[src/rtl/pipearch_storereg.sv]
// Register-store engine: read-modify-write of one 32-bit word inside a 512-bit
// region line, launched and acknowledged through the op_start/op_done handshake.
module pipearch_storereg (
    input  logic              clk,
    input  logic              reset,
    input  logic              op_start,
    output logic              op_done,
    input  logic [2:0][31:0]  regs,
    input  logic [4:0][31:0]  inregs,
    output logic              REGION_read_re,
    output logic [15:0]       REGION_read_raddr,
    input  logic              REGION_read_rvalid,
    input  logic [511:0]      REGION_read_rdata,
    output logic              REGION_write_we,
    output logic [15:0]       REGION_write_waddr,
    output logic [511:0]      REGION_write_wdata,
    output logic [1:0]        state_dbg_o
);

    // Handshake: op_start is a one-cycle pulse honoured only in IDLE; op_done is a
    // one-cycle pulse; re/we are one-cycle strobes qualifying raddr/waddr/wdata.
    typedef enum logic [1:0] {
        IDLE    = 2'd0,
        READ    = 2'd1,
        RECEIVE = 2'd2,
        WRITE   = 2'd3
    } state_t;

    state_t         state_q, state_d;
    logic [15:0]    index_q, index_d;
    logic [2:0]     sel_q, sel_d;
    logic [15:0]    base_q, base_d;
    logic [31:0]    value_q, value_d;
    logic           re_q, re_d;
    logic [15:0]    raddr_q, raddr_d;
    logic           we_q, we_d;
    logic [15:0]    waddr_q, waddr_d;
    logic [511:0]   wdata_q, wdata_d;
    logic           done_q, done_d;
    logic           sel_ok;

    wire unused_bits = ^{regs[0][31:16], regs[1][31:3], regs[2][31:16], inregs[2:0]};

    assign sel_ok = (sel_q == 3'd3) || (sel_q == 3'd4);

    always_ff @(posedge clk) begin
        if (reset) begin
            state_q <= IDLE;
            re_q    <= 1'b0;
            we_q    <= 1'b0;
            done_q  <= 1'b0;
        end else begin
            state_q <= state_d;
            re_q    <= re_d;
            we_q    <= we_d;
            done_q  <= done_d;
        end
    end

    // Operands and line data need no reset; they are only meaningful under a strobe.
    always_ff @(posedge clk) begin
        index_q <= index_d;
        sel_q   <= sel_d;
        base_q  <= base_d;
        value_q <= value_d;
        raddr_q <= raddr_d;
        waddr_q <= waddr_d;
        wdata_q <= wdata_d;
    end

    always_comb begin
        state_d = state_q;
        case (state_q)
            IDLE:    if (op_start) state_d = READ;
            READ:    state_d = sel_ok ? RECEIVE : IDLE;
            RECEIVE: if (REGION_read_rvalid) state_d = WRITE;
            WRITE:   state_d = IDLE;
            default: state_d = IDLE;
        endcase
    end

    always_comb begin
        index_d = index_q;
        sel_d   = sel_q;
        base_d  = base_q;
        value_d = value_q;
        re_d    = 1'b0;
        raddr_d = raddr_q;
        we_d    = 1'b0;
        waddr_d = waddr_q;
        wdata_d = wdata_q;
        done_d  = 1'b0;
        case (state_q)
            IDLE: begin
                if (op_start) begin
                    index_d = regs[0][15:0];
                    sel_d   = regs[1][2:0];
                    base_d  = regs[2][15:0];
                    if (regs[1][2:0] == 3'd3)      value_d = inregs[3];
                    else if (regs[1][2:0] == 3'd4) value_d = inregs[4];
                    else                           value_d = '0;
                end
            end
            READ: begin
                if (sel_ok) begin
                    re_d    = 1'b1;
                    raddr_d = base_q + {4'd0, index_q[15:4]};
                end else begin
                    done_d  = 1'b1;
                end
            end
            RECEIVE: begin
                if (REGION_read_rvalid) begin
                    wdata_d = REGION_read_rdata;
                    wdata_d[{index_q[3:0], 5'd0} +: 32] = value_q;
                    waddr_d = raddr_q;
                    we_d    = 1'b1;
                end
            end
            WRITE:   done_d = 1'b1;
            default: done_d = 1'b0;
        endcase
    end

    assign op_done            = done_q;
    assign REGION_read_re     = re_q;
    assign REGION_read_raddr  = raddr_q;
    assign REGION_write_we    = we_q;
    assign REGION_write_waddr = waddr_q;
    assign REGION_write_wdata = wdata_q;
    assign state_dbg_o        = state_q;

endmodule

[config.mk]
export PLATFORM = sky130hd
export DESIGN_NAME = pipearch_storereg
export DESIGN_NICKNAME = d
export VERILOG_FILES = /design/src/rtl/pipearch_storereg.sv
export SDC_FILE = /design/constraint.sdc
export NUM_CORES = 1
export LEC_CHECK = 0
export ABC_AREA = 1
export CORE_AREA = 2 2 508 510
export CTS_BUF_LIST = sky130_fd_sc_hd__clkbuf_8
export DETAILED_ROUTE_END_ITERATION = 8
export DIE_AREA = 0 0 510 512
export GPL_TIMING_DRIVEN = 0
export PLACE_DENSITY = 0.3
export SLEW_MARGIN = 20
export SYNTH_ARGS = -nofsm -noshare
export SYNTH_HDL_FRONTEND = slang
export SYNTH_SLANG_ARGS = --single-unit
[constraint.sdc]
create_clock -name clk -period 31.6 [get_ports clk]
set_input_delay 4.74 -clock clk [delete_from_list [all_inputs] [get_ports clk]]
set_output_delay 4.74 -clock clk [all_outputs]
set_load 0.05 [all_outputs]
=== After elaboration in Yosys (flattened, before gate mapping) ===
Index checks and enable logic that the tools add are counted.

* Add/subtract/negate cells: 2
* Equality and inequality tests: 9
* Shift-type cells: 2
* Mux-type cells: 11
* Bitwise logic cells: 2
* Reduce and logical (&&, ||, !) cells: 8

{| class="wikitable"
|+ Operator list
! cell !! number
|-
| 512-bit bitwise mux || 1
|-
| 32-bit by 11-bit variable shift with 512-bit output (first input constant) || 1
|-
| 32-bit by 11-bit variable part select with 512-bit output || 1
|-
| 32-bit two-way mux || 2
|-
| 16-bit by 12-bit adder with 16-bit output || 1
|-
| 9-bit negation with 11-bit output || 1
|-
| 2-bit case mux with 4 select lines || 1
|-
| 2-bit AND reduction || 4
|-
| 3-bit by 2-bit equality test with 1-bit output (second input constant) || 2
|-
| 3-bit equality test (second input constant) || 2
|-
| 2-bit two-way mux || 3
|-
| 2-bit equality test (second input constant) || 2
|-
| 2-bit inequality test (second input constant) || 2
|-
| 2-bit OR reduction || 2
|-
| 1-bit two-way mux || 3
|-
| 2-bit by 1-bit equality test with 1-bit output (second input constant) || 1
|-
| 2-bit zero test || 1
|-
| 1-bit inverter || 2
|-
| 1-bit case mux with 2 select lines || 1
|-
| 1-bit logical OR || 1
|}

* Flip-flop bits (word level): 616
* Bits of input ports: 772

=== Depth between registers and ports, before layout ===
* Depth in word-level cells: 4
* Depth in mapped cells: 13
* Gate-level depth less buffers: 11

=== Worst setup path before layout ===
OpenSTA, ideal clock, no wires.

* Kind: input -> register
* From: input REGION_read_rvalid
* To: register waddr_q[0], in the netlist REGION_write_waddr[0], enable pin
* Library setup time: 1.435 ns
* Data arrival time: 26.441 ns
* Slack: 3.724 ns
* Stages on the path: 2
* Buffers on the path: 0
* Cell sequence: inv_1 > nor2_1

* Cells in the longest elaborated chain, start to end: 1

{| class="wikitable"
|+ Ends and longest elaborated chain
! element !! RTL line !! text
|-
| start, declared || 12 || <nowiki>input logic REGION_read_rvalid,</nowiki>
|-
| 2-bit AND reduction (no line) || n/a ||
|-
| end signal, assigned || 67 || <nowiki>waddr_q <= waddr_d;</nowiki>
|-
| end, declared || 37 || <nowiki>logic [15:0] waddr_q, waddr_d;</nowiki>
|}

No other way between the ends.
A chain may end at the register's enable or synchronous reset.

=== Worst setup path in the final report ===
* From: input regs[34] (netlist name)
* To: register value_q[4] (data pin)

* Cells in the longest elaborated chain, start to end: 3
* Elaborated cells on any way between the ends: 4

{| class="wikitable"
|+ Ends and longest elaborated chain
! element !! RTL line !! text
|-
| start, declared || 8 || <nowiki>input logic [2:0][31:0] regs,</nowiki>
|-
| 3-bit equality test || 100 || <nowiki>else if (regs[1][2:0] == 3'd4) value_d = inregs[4];</nowiki>
|-
| 32-bit two-way mux || 100 ||
|-
| 32-bit two-way mux * || 99 || <nowiki>if (regs[1][2:0] == 3'd3) value_d = inregs[3];</nowiki>
|-
| end signal, assigned || 65 || <nowiki>value_q <= value_d;</nowiki>
|-
| end, declared || 33 || <nowiki>logic [31:0] value_q, value_d;</nowiki>
|}

Every way passes the cells marked *; elsewhere a longest branch is shown, timed or not.

==> metrics.md <==
| Metric | Value |
|---|---|
| Vias | `24.4k` |
| Reg clk slew, reported paths | `0.06 ns` |
| Synth Area per Inst | `11.1 sq um` |
| Most frequent cells in the layout | `clkdlybuf4s50_1 (1163), nand2_1 (808), edfxtp_1 (611)` |
| Sequential element share of the synthesized area | `69.2%` |
| Die ar. | `261000 sq um` |
| Drt wl/cell | `29.3 microns` |
| Min Tclk post-route | `7.61 ns` |
| Clock buffer depth | `3` |
| Post-Route WL | `212000 microns` |
| CTS root buffer | `clkbuf_8` |
| Power Density | `49.6 nW/um^2` |
| Nets@finish | `4521` |
| Synthesized flop and latch total | `616` |
| Cells after DPL | `6971` |
| Largest net degree at the start of global routing | `25` |
| Place WS | `23.33 ns` |
| Row cnt | `186` |
| Total CTS buffers | `144` |
| CP max FO | `10` |
| Final WS setup | `23.99 ns` |
| Global-route wire length before repair | `267000 microns` |
| CTS resizes | `0` |
| Top post-synthesis cells by area | `edfxtp_1 (69%), nand2_1 (11%), o21ai_0 (5.0%)` |
| Cell taking the most area after synthesis | `edfxtp_1` |
| Die W | `510 microns` |
| Placer congestion estimate | `0.848` |
| Fin. max-slew vios | `0` |
| Final Hold Fails | `0` |
| Startpoint types | `primary input` |
| Worst slew pin tran | `1.25 ns` |
| Achievable Freq | `131 MHz` |
| Clk_lat worst skew | `0.93 ns` |
| Synth warnings | `0` |
| Initial core utilization | `10.4%` |
| Postcts setup bufs | `0` |
| Final setup fails | `0` |
| HPWL Detailed | `174000 microns` |
| Worst VDD drop | `0.0284 mV` |
| Met3 usage | `7.47%` |
| Post-route insts no fill | `7249` |
| Outcome | `finished, final reports clean` |
| RSZ-0062 raised after global routing | `false` |
| Tcrit/Tclk final | `24.1%` |
| Hold_buf cts | `0` |
| H-tree depth | `4` |
| Area Growth Syn to Fin | `72.7%` |
| HP Class | `flop to flop` |
| Vias per inst | `3.37` |
| Cells after Synth | `2393` |
| Gr busiest metal | `met2` |
| Commonest non-fill, non-tap cell in the layout | `clkdlybuf4s50_1` |
| Global routing usage on met2 | `24.5%` |
| Initial antenna violation count | `71` |
| CTS sink cnt | `616` |
| Share of Yosys cell area claimed by the top area cell type | `68.8%` |
| Crit path kind | `primary input to flop` |
| Post-synth net total | `3181` |
| Drt pass-1 iters | `5` |
| Buffers on Ports | `1163` |
| Number of fill cells | `28.5k` |
| I/O pins | `1321` |
| CTS tree | `done` |
| Gr ovfl total | `0` |
| Total power | `2280 uW` |
| Post-route DRC | `0` |
| Slew headroom | `16.8%` |
| Antenna Nets Post-Route | `0` |
| Critical path arrival | `8.08 ns` |
| Post-Syn Area | `26700 sq um` |
| Iteration-0 DRC Markers | `1649` |
| Share of cells above drive strength 1 | `10.0%` |
| Die Y | `512 microns` |
| Synth cell types | `36` |
| GRT Resource Usage Total | `15.7%` |
| Routing usage on met1 | `19.0%` |
| Pleak | `0.0169 uW` |
| Clock Skew | `0.0607 ns` |
| Placeable Area | `256000 sq um` |
| Worst Path Required | `32.07 ns` |
| Setup crit end kind | `flop` |
| # Max-Cap Violations | `0` |
| Vias in the first global route | `25.6k` |
synthesized netlist by cell type:
master / number
a21oi_1: 40
and2_1: 1
buf_1: 7
buf_2: 60
buf_4: 2
buf_6: 26
clkbuf_1: 23
clkbuf_2: 6
clkinv_1: 1
dfxtp_1: 5
edfxtp_1: 611
fa_1: 1
ha_1: 15
inv_1: 152
inv_2: 1
inv_4: 1
inv_6: 1
nand2_1: 808
nand2_2: 10
nand2_4: 7
nand2_8: 1
nand3_1: 52
nand3b_1: 1
nand4_1: 1
nand4_4: 1
nor2_1: 82
nor2_2: 1
nor2_4: 4
nor3_1: 5
nor3_4: 4
o21ai_0: 265
o21ai_1: 143
o21ai_2: 46
o22ai_1: 1
or2_2: 1
xor2_1: 7
state kept, by name (all words and copies together), names as in the netlist, named ones only:
register and flops:
value_q 32, state_dbg_o 1, op_done 1, sel_q 3
REGION_read_re 1, REGION_write_wdata 512, base_q 16, REGION_write_we 1
REGION_read_raddr 16, index_q 16, REGION_write_waddr 16
routing by layer:
layer  wire [microns]  share of wire (%)
met5              144              0.068
met4             5460                2.6
met3            23800                 11
met2            94600                 45
met1            88000                 42
layout make-up:
class,count,area (sq um),share of cell area (%)
Clock inverter,110,739,1.61
Tap cell,3384,4230,9.19
Antenna cell,24,60.1,0.130
Multi-Input combinational cell,1497,6890,15.0
Timing Repair Buffer,1194,12400,26.8
Buffer,124,758,1.65
Inverter,156,593,1.29
Clock buffer,144,1980,4.30
Sequential cell,616,18400,40.1
critical path, cell delays in order:
cell and delay, ns:
clkdlybuf4s50_1 0.47, clkbuf_1 0.91, nand3b_1 0.72, clkbuf_1 0.63
o21ai_0 0.57
path summary, 6_finish.rpt:
path / start / depth (start not counted) / endpoint / slack [ns]
max: regs[34] / 5 / value_q[4]$_DFFE_PP_ / 23.99
min: state_dbg_o[0]$_SDFFE_PP0P_ / 1 / state_dbg_o[0]$_SDFFE_PP0P_ / 0.52
max reg2reg: index_q[0]$_DFFE_PP_ / 10 / REGION_write_wdata[268]$_DFFE_PP_ / 27.42
min reg2reg: state_dbg_o[0]$_SDFFE_PP0P_ / 1 / state_dbg_o[0]$_SDFFE_PP0P_ / 0.52
logic make-up after synthesis:
kind of cell               synth area share [%]
AOI/OAI and AO/OA                          9.94
DFF                                        69.2
buffers and inverters                      5.04
adders and majority gates                 0.779
xor gates and xnor gates                  0.230
and+or+nand+nor                            14.8
stage by stage:
stage,util (%),cell area (sq um),setup TNS [ns],hold slack [ns]
after global placement,16.6,42500,-7829.28,0.495
final,18.0,46100,0,0.520
after floorplan,-,26700,0,0.513
after global routing,18.0,46000,0,0.547
after detailed placement,16.9,43300,0,0.498
after CTS,18.0,46000,0,0.514
report_power, final:
group,internal [uW],switching [uW]
Sequential,934,14.7
Clock,469,483
Combinational,138,247
Total,1540,744
No activity file was read; power rests on OpenSTA's default activity.
==> patch 1: new RTL, same flow settings <==
Put one more register stage on the output `REGION_read_raddr`, without a reset. The value now appears one clock later. The other outputs are not delayed to match.
--- a/src/rtl/pipearch_storereg.sv
+++ b/src/rtl/pipearch_storereg.sv
@@ -124,7 +124,9 @@
 
     assign op_done            = done_q;
     assign REGION_read_re     = re_q;
-    assign REGION_read_raddr  = raddr_q;
+    always_ff @(posedge clk) begin
+        REGION_read_raddr <= raddr_q;
+    end
     assign REGION_write_we    = we_q;
     assign REGION_write_waddr = waddr_q;
     assign REGION_write_wdata = wdata_q;
Function: not settled (the Yosys comparison gave no result); the edit may change what the design does.
==> patch 1 against the original RTL <==
Worst setup slack improved by 470 ps; clock power increased by 2.3%; non-clock buffer count increased by 2; sequential power increased by 2.2%; wire length decreased by 0.98%; power increased by 1.9%; area after synthesis increased by 1.2%; count of clock-buffer cells in the layout increased by 11; via count increased by 0.52%; clock skew decreased by 4.0 ps; design area increased by 0.94%; sequential share of layout area increased by 0.32 points; sequential cell count increased by 16.
==> patch 1: results (changes against the original RTL) <==
place:
  hpwlAfterDp_um: 171000  # was 174000 um
  gp_congestion: 0.841  # was 0.848
power:
  leakagePower_nw: 17.1  # was 16.9 nW
final_layout:
  buf_share: 0.282  # was 0.285
  nClkBuffers: 155  # was 144
  clk_share: 0.0603  # was 0.0591
  nFillCells: 28400  # was 28.5k
  nets: 4542  # was 4521
  diodes: 28  # was 24
  drive_gt1_frac: 0.104  # was 0.100
route:
  drt_iter0_drc: 1454  # was 1649
  wirelength_um: 210000  # was 212000 um
  via_per_inst: 3.37  # about the same
critical_path:
  slowest_delay_ps: 1080  # was 910 ps
  r2r_cells: 9  # was 10
  cp_max_fo: 1  # was 10
global_routing:
  met2_usage: 0.251  # was 0.245
  grt_max_degree: 26  # was 25
  met1_usage: 0.191  # was 0.190
  antenna_found_initial: 79  # was 71
  grt_pass1_wl_um: 267000  # about the same
  gr-usage-met3: 0.0655  # was 0.0747
  first_global_vias: 26100  # was 25.6k
status:
  status: "finished, final reports clean"  # unchanged
sta:
  worst_pin_slew_ps: 1090  # was 1250 ps
  fin_hold_ws_ps: 374  # was 520 ps
synthesis:
  synth_area_leaders: "edfxtp_1 (68%), nand2_1 (11%), o21ai_0 (4.9%)"  # was edfxtp_1 (69%), nand2_1 (11%), o21ai_0 (5.0%)
  syn_nets: 3197  # was 3181
clock_tree:
  cts_buffers: 147  # was 144
  clk_latency_ps: 880  # was 930 ps
[patch 1: changes by cell type after synthesis]
cell / unedited run / this run
dfxtp_1: 5 / 21
[patch 1: worst max path at each step]
stage                     slack, ps                    start  depth (start not counted)                      end
final                         24460  REGION_write_wdata[511]                          1  REGION_write_wdata[511]
after CTS                     24320  REGION_write_wdata[502]                          1  REGION_write_wdata[502]
after floorplan                3720       REGION_read_rvalid                          2    REGION_write_waddr[0]
after global routing          24280  REGION_write_wdata[501]                          1  REGION_write_wdata[501]
after global placement       -15150       REGION_read_rvalid                          3  REGION_write_wdata[108]
after detailed placement      23460                 regs[34]                          5               value_q[5]
[patch 1: cells by family after synthesis]
family | synth area share
xor gates and xnor gates | 0.00227
adders and majority gates | 0.00770
buffers and inverters | 0.0498
DFF | 0.696
and+or+nand+nor | 0.146
AOI/OAI and AO/OA | 0.0983
[patch 1: per-stage QoR]
step	std cells	power, mW	util	cell area (um2)
5_1_grt	7260	2.44	0.182	46400
3_3_place_gp	6956	1.41	0.168	42900
3_5_place_dp	6989	1.38	0.171	43600
6_report	7278	2.33	0.182	46500
2_1_floorplan	2409	1.16	-	27000
4_1_cts	7250	2.40	0.181	46400
[patch 1: power groups by stage]
stage	logic (mW)	clock network (mW)	registers, mW
finish	0.386	0.974	0.970
floorplan	0.112	0	1.04
global route	0.417	1.05	0.972
global placement	0.388	0	1.02
detailed placement	0.396	0	0.988
CTS	0.398	1.03	0.972
[patch 1: per-layer routing]
layer,vias to the layer above,part of all wire
met5,-,0.0011
li1,11000,-
met2,1238,0.46
met1,12000,0.42
met3,269,0.10
met4,34,0.021
==> patch 2: new RTL, same settings <==
Made on the original files. Add an input register stage for `inregs`, cleared by the reset; this delays it by one clock. The other inputs are not delayed to match.
--- a/src/rtl/pipearch_storereg.sv
+++ b/src/rtl/pipearch_storereg.sv
@@ -26,6 +26,16 @@
         WRITE   = 2'd3
     } state_t;
 
+    logic [4:0][31:0] inregs_q;
+
+    always_ff @(posedge clk) begin
+        if (reset) begin
+            inregs_q <= '0;
+        end else begin
+            inregs_q <= inregs;
+        end
+    end
+
     state_t         state_q, state_d;
     logic [15:0]    index_q, index_d;
     logic [2:0]     sel_q, sel_d;
@@ -39,7 +49,7 @@
     logic           done_q, done_d;
     logic           sel_ok;
 
-    wire unused_bits = ^{regs[0][31:16], regs[1][31:3], regs[2][31:16], inregs[2:0]};
+    wire unused_bits = ^{regs[0][31:16], regs[1][31:3], regs[2][31:16], inregs_q[2:0]};
 
     assign sel_ok = (sel_q == 3'd3) || (sel_q == 3'd4);
 
@@ -96,8 +106,8 @@
                     index_d = regs[0][15:0];
                     sel_d   = regs[1][2:0];
                     base_d  = regs[2][15:0];
-                    if (regs[1][2:0] == 3'd3)      value_d = inregs[3];
-                    else if (regs[1][2:0] == 3'd4) value_d = inregs[4];
+                    if (regs[1][2:0] == 3'd3)      value_d = inregs_q[3];
+                    else if (regs[1][2:0] == 3'd4) value_d = inregs_q[4];
                     else                           value_d = '0;
                 end
             end
Function: not settled (the Yosys comparison gave no result); the edit may change what the design does.
==> patch 2 against the original RTL <==
Sequential cell count up 64; worst setup slack better by 550 ps; final cell count up 3.3%; first-iteration DRC count down 3.8%; utilization up 0.65 points; worst hold slack worse by 25 ps; critical path depth down 4; critical path type is now register to output port; power up 6.5%; design area up 3.6%; area after synthesis up 5.1%; largest power group is now sequential cells; wire length down 3.1%.
==> patch 2: results (changes against the original RTL) <==
synthesis:
  ys.warnings.count: 0  # unchanged
  yosysSeqAreaShare: 0.704  # was 0.692
  syn_nets: 3380  # was 3181
  synth_area_leaders: "edfxtp_1 (65%), nand2_1 (11%), o21ai_0 (7.9%)"  # was edfxtp_1 (69%), nand2_1 (11%), o21ai_0 (5.0%)
  synth_fa_ha_area_frac: 0.00741  # was 0.00779
  synth_xor_area_frac: 0.00219  # was 0.00230
  synth_compound_area_frac: 0.0888  # was 0.0994
  synth_common_cells: "nand2_1 (806), edfxtp_1 (611), o21ai_0 (442), inv_1 (217), nor2_1 (150)"  # was nand2_1 (808), edfxtp_1 (611), o21ai_0 (265), inv_1 (152), o21ai_1 (143)
  synth_cell_type_count: 31  # was 36
critical_path:
  r2r_cells: 9  # was 10
  worst_path_max_delay_cell: "clkdlybuf4s50_1"  # was clkbuf_1
  critPathLaunch: "REGION_write_wdata[86]"  # was regs[34]
  slowest_delay_ps: 1110  # was 910 ps
  cp.arrival_ps: 2330  # was 8080 ps
  cp_max_fo: 1  # was 10
  r2r-end: "REGION_write_wdata[466]"  # was REGION_write_wdata[268]
  r2r_slack_ps: 27510  # was 27420 ps
route:
  drt_iter0_drc: 1586  # was 1649
  via_per_inst: 3.40  # was 3.37
  wl_per_cell_um: 27.5  # was 29.3 um
  first_pass_iters: 6  # was 5
final_layout:
  multi_input_area_share: 0.144  # was 0.150
  multi_input_cells: 1559  # was 1497
  buffers: 1326  # was 1318
  buf_share: 0.272  # was 0.285
  register_area_mm2: 0.0197  # was 0.0184 mm2
  diodes: 38  # was 24
  nets: 4732  # was 4521
  clk_share: 0.0627  # was 0.0591
  largest_register_ffs: 512  # unchanged
  nFillCells: 28500  # about the same
  drive_gt1_frac: 0.0844  # was 0.100
  inv_count: 221  # was 156
power:
  leakagePower_nw: 17.8  # was 16.9 nW
  peakVddDrop_uv: 29.0  # was 28.4 uV
  power.switching_mw: 0.742  # was 0.744 mW
sta:
  skew_ps: 49.4  # was 60.7 ps
  fin_hold_ws_ps: 495  # was 520 ps
  worst_pin_slew_ps: 1090  # was 1250 ps
place:
  gp_congestion: 0.842  # was 0.848
  portBuffers: 1162  # was 1163
  hpwlAfterDp_um: 168000  # was 174000 um
hold_path:
  worst_hold_path.endpoint: "REGION_write_waddr[9]"  # was state_dbg_o[0]
  whs_path_depth: 0  # was 1
  worstHoldStart: "REGION_read_raddr[9]"  # was state_dbg_o[0]
clock_tree:
  cts.sinks: 680  # was 616
  clk_latency_ps: 880  # was 930 ps
  cts_buffers: 156  # was 144
global_routing:
  antenna_found_initial: 84  # was 71
  grt_pass1_wl_um: 263000  # was 267000 um
  first_global_vias: 26800  # was 25.6k
  grt_usage: 0.152  # was 0.157
  grt_max_degree: 26  # was 25
status:
  status: "finished, final reports clean"  # unchanged
patch 2: changes by cell type after synthesis, moves of 4 or more:
| cell | change |
|---|---|
| o21ai_0 | +177 |
| o21ai_1 | -129 |
| nor2_1 | +68 |
| inv_1 | +65 |
| dfxtp_1 | +64 |
| o21ai_2 | -46 |
| clkbuf_1 | +27 |
| buf_6 | -25 |
| buf_2 | +14 |
| buf_1 | -6 |
| nand2_4 | -6 |
| nand2_2 | +5 |
| clkbuf_2 | -4 |
| nor2_4 | -4 |
patch 2: power groups by stage:
stage	Sequential, mW	Combinational, mW	Clock [mW]
floorplan	1.11	0.104	0
global placement	1.08	0.371	0
detailed placement	1.05	0.379	0
CTS	1.04	0.381	1.09
global route	1.04	0.400	1.12
finish	1.03	0.369	1.03
patch 2: worst max path at each step:
stage                              end  slack [ps]  cells past startpoint
5_1_grt         REGION_write_wdata[86]       24330                      1
2_1_floorplan    REGION_write_waddr[0]        3720                      2
3_3_place_gp   REGION_write_wdata[290]      -15820                      3
3_5_place_dp    REGION_write_wdata[73]       23980                      9
6_report        REGION_write_wdata[86]       24530                      1
4_1_cts        REGION_write_wdata[371]       24330                      1
patch 2: stage by stage:
step                total power [mW]  TNS [ps]  area [um2]  instances  setup slack (ps)
finish                          2.43         0       47700       7485             24530
global route                    2.55         0       47700       7459             24330
CTS                             2.51         0       47600       7447             24330
detailed placement              1.43         0       44600       7170             23980
global placement                1.45  -8243360       43900       7138            -15820
floorplan                       1.21         0       28000       2592              3720
patch 2: layer usage:
metal | global-route usage | wire [um]
met1 | 0.186 | 85900
met2 | 0.240 | 91900
met3 | 0.0733 | 23400
met4 | 0.0339 | 4010
met5 | 0 | 343
